===== src/rtl/distributor81.sv =====
// Registered 1-to-8 distributor: a valid/ready write lands in one of eight
// holding slots, each flagged until acknowledged; refused writes are counted.
module distributor81 (
   input  logic        clk,
   input  logic        rst,
   input  logic [31:0] iD,
   input  logic        iS2,
   input  logic        iS1,
   input  logic        iS0,
   input  logic        iValid,
   output logic        oReady,
   input  logic [7:0]  iAck,
   output logic [31:0] oZ0,
   output logic [31:0] oZ1,
   output logic [31:0] oZ2,
   output logic [31:0] oZ3,
   output logic [31:0] oZ4,
   output logic [31:0] oZ5,
   output logic [31:0] oZ6,
   output logic [31:0] oZ7,
   output logic [7:0]  oV,
   output logic [7:0]  oDrop
);

   logic [2:0]  sel;
   logic [31:0] slotData [8];
   logic [7:0]  vNext;
   logic        accept;
   logic        refuse;

   assign sel    = {iS2, iS1, iS0};
   // A slot being released this cycle can take new data on the same edge.
   assign oReady = ~oV[sel] | iAck[sel];
   assign accept = iValid & oReady;
   assign refuse = iValid & ~oReady;

   always_ff @(posedge clk or posedge rst) begin
      if (rst) begin
         for (int unsigned i = 0; i < 8; i++) slotData[i] <= '0;
      end else if (accept) begin
         slotData[sel] <= iD;
      end
   end

   // Acks clear first, then the write sets its flag, so write beats ack.
   always_comb begin
      vNext = oV & ~iAck;
      if (accept) vNext[sel] = 1'b1;
   end

   always_ff @(posedge clk or posedge rst) begin
      if (rst) oV <= '0;
      else     oV <= vNext;
   end

   always_ff @(posedge clk or posedge rst) begin
      if (rst)                          oDrop <= '0;
      else if (refuse && oDrop != '1)   oDrop <= oDrop + 8'd1;
   end

   assign oZ0 = slotData[0];
   assign oZ1 = slotData[1];
   assign oZ2 = slotData[2];
   assign oZ3 = slotData[3];
   assign oZ4 = slotData[4];
   assign oZ5 = slotData[5];
   assign oZ6 = slotData[6];
   assign oZ7 = slotData[7];

endmodule


===== config.mk =====
export PLATFORM = sky130hd
export DESIGN_NAME = distributor81
export DESIGN_NICKNAME = d
export VERILOG_FILES = /design/src/rtl/distributor81.sv
export SDC_FILE = /design/constraint.sdc
export NUM_CORES = 1
export LEC_CHECK = 0
export BUFFER_PORTS_ARGS = -buffer_cell sky130_fd_sc_hd__buf_2
export CORE_MARGIN = 3
export CORE_UTILIZATION = 47
export DETAILED_ROUTE_END_ITERATION = 8
export PLACE_DENSITY = 0.77
export SYNTH_ARGS = -nofsm -noshare
export SYNTH_HDL_FRONTEND = slang
export SYNTH_SLANG_ARGS = --single-unit

===== constraint.sdc =====
create_clock -name clk -period 9.49 [get_ports clk]
set_input_delay 1.898 -clock clk [delete_from_list [all_inputs] [get_ports clk]]
set_output_delay 1.898 -clock clk [all_outputs]
set_load 0.05 [all_outputs]

==> flow_metrics.tcl <==
set metrics [dict create \
    ir_worst_vdd_uv 226 \
    fillers 1724 \
    via_count 6501 \
    drt-initial-drc-count 277 \
    clkSinkCount 272 \
    fin_setup_tns_ns 0 \
    hold_ws_ns 0.497 \
    worst_slack_ns 4.00 \
    final_cell_mix "buf_2 (318), dfrtp_1 (272), mux2_2 (199)" \
    maxSlewViolCount 0 \
    rows 54 \
    worst-path-stages 5 \
    area_growth_syn_to_layout_pct 25.0 \
    cp.arrival_ns 3.60 \
    diodes 0 \
    cts_hold_buf 0 \
    post-route-period-util_pct 57.9 \
    synth_warnings 0 \
    cpMaxStageDelayCell "mux4_2" \
    cpPeakStageDelay_ns 0.53 \
    fp.dieH_um 157 \
    final_cells 1245 \
    synth-seq-cells 272 \
    antenna_left 0 \
    hold_violations 0 \
    path_clk_slew_ns 0.06 \
    worstReg2RegEnd "oZ7[21]" \
    power.density_mw_per_mm2 335 \
    grt_start_max_net_pins 135 \
    crit_top_cell "buf_2" \
    cp_top_family "multiplexers" \
    grt_pass1_vias 6831 \
    min_path_type "flop to flop" \
    tightest_slew_ns 1.10 \
    multi_input_area_mm2 0.00357 \
    final_common_cell "buf_2" \
    clk_latency_ns 0.53 \
    final-seq-area_mm2 0.00681 \
    drt_pass1_iterations 4 \
    routabilityCongestion 0.765 \
    rsz0062_at_grt "false" \
    synthDistinctLibCells 31 \
    max_freq_mhz 182 \
    post_cts_buffers 0 \
    nets 989 \
    grt-ovfl-total 0 \
    slew_headroom_pct 26.9 \
    clk_path_buf_depth 3 \
    cts_made_buffers 29 \
    ys_seq_area_share_pct 63.7 \
    rrSetupSlack_ns 6.30 \
    path_class "input port to output port" \
    ios 319 \
    dp_cells 1191 \
    drive_above_1_share_pct 65.9 \
    final.setup_skew_ns 0.0123 \
    synthCells 621 \
    core-area_mm2 0.0221 \
    setup_viol 0 \
    ctsHtreeMaxLevel 1 \
    via_per_inst 5.22 \
    crit_chain "buf_2 > mux4_2 > mux2_2 > nand2_2 > buf_2" \
    die_area_mm2 0.0246 \
    r2r_cells 5 \
    cp-endpoint "oReady" \
    crit_fanout 16 \
    crit_path_start "iS0" \
    timing.rr.start "oV[7]" \
    leakage_nw 6.71 \
    syn_avg_cell_area_um2 17.2 \
    dp_slack_ns 4.00 \
    end_kind "output port" \
    critPathLaunchType "input port" \
    worstPathRequired_ns 7.59 \
    cp.buffers_inverters 2 \
    cts_tree "built" \
    post-route-util_pct 60.4 \
    die_w_um 157 \
    drcViolationCount 0 \
    dp_hpwl_um 17300 \
    outcome "complete, no violations" \
    cts_resized 0 \
    syn-cell-area_mm2 0.0107 \
    io_buffer_count 318 \
    grt_pass1_wl_um 40700 \
    period_needed_ns 5.49 \
    cap_violations 0 \
    start_util_pct 48.3 \
    track_usage_pct 21.2 \
    antenna_found_initial 0 \
    clockRootBuffer "clkbuf_16" \
    drt-total-wl_um 26700 \
    drt-wirelength-per-cell_um 21.4 \
    syn-num-nets 668 \
]
## where the power goes
part           leakage, nW  internal [mW]  switching, mW
clock network        0.467          0.682          0.439
registers             3.29           1.44          0.149
logic                 2.95          0.449           1.31
## worst min path at each step
stage / startpoint / to / slack [ns] / depth (start not counted)
detailed placement: oZ2[4] / oZ2[4] / 0.49 / 1
floorplan: oV[3] / oV[3] / 0.76 / 2
CTS: oZ3[26] / oZ3[26] / 0.50 / 1
finish: oZ3[30] / oZ3[30] / 0.50 / 1
global placement: oZ3[13] / oZ3[13] / 0.48 / 1
global route: oZ5[15] / oZ5[15] / 0.51 / 1
## kinds of logic after synthesis
| family | share of synthesized area (%) |
|---|---|
| simple gates | 1.90 |
| buf+inv | 2.86 |
| compound gates | 0.516 |
| xor+xnor | 0.645 |
| fa+ha+maj | 0.117 |
| flops | 63.7 |
| mux | 30.2 |
## metal layers
layer	track usage [%]	share of wire [%]	up-vias
met4	6.54	3.3	0
met2	34.3	47	241
met5	0	0	-
met1	27.8	42	3361
li1	-	-	2843
met3	6.11	7.4	56
## synth_stat cells
cell type | number | area share (%)
nor3_1 | 3 | 0.14
ha_1 | 1 | 0.12
mux2i_2 | 1 | 0.13
nand2_2 | 1 | 0.059
nand3_2 | 1 | 0.094
dfrtp_1 | 272 | 64
and3_1 | 1 | 0.059
mux4_2 | 4 | 0.84
nor4_1 | 2 | 0.12
o21ai_0 | 4 | 0.19
xor2_1 | 6 | 0.49
nand4_2 | 1 | 0.12
a21o_1 | 4 | 0.28
and3b_1 | 3 | 0.25
mux2_2 | 199 | 21
nand2_1 | 3 | 0.11
inv_1 | 10 | 0.35
buf_4 | 5 | 0.35
nor2_1 | 2 | 0.070
nor2b_1 | 2 | 0.12
mux2_4 | 58 | 8.2
nand4_1 | 1 | 0.059
or4_4 | 1 | 0.11
and4b_1 | 1 | 0.094
nand3_1 | 4 | 0.19
buf_2 | 10 | 0.47
o21ai_1 | 1 | 0.047
mux2_1 | 1 | 0.11
nand3_4 | 2 | 0.33
xnor2_2 | 1 | 0.15
buf_6 | 16 | 1.7
## worst register-to-register path: stages, from the launching register on
cell	delay (ns)
dfrtp_1	0.42
mux4_2	0.48
mux2_2	0.29
nand2_2	0.31
nand3_2	0.93
mux2_2	0.63
## cell type report
class	count	share of cell area, %
timing repair buffer	321	12.1
sequential	272	51.0
clock buffer	50	6.63
inverter	10	0.338
tap	280	2.63
clock inverter	4	0.553
multi-input combinational	308	26.8
## state kept, by name (all words and copies together), names as in the netlist
signal  flops
oDrop       8
oV          8
oZ0        32
oZ1        32
oZ2        32
oZ3        32
oZ4        32
oZ5        32
oZ6        32
oZ7        32
## metrics by stage
| stage | power [mW] | area [µm²] |
|---|---|---|
| after floorplan | 2.94 | 10700 |
| after global placement | 3.35 | 12400 |
| after detailed placement | 3.38 | 12400 |
| after CTS | 4.51 | 13300 |
| after global routing | 4.65 | 13300 |
| final | 4.47 | 13300 |
Power figures use the tool's default switching activity.
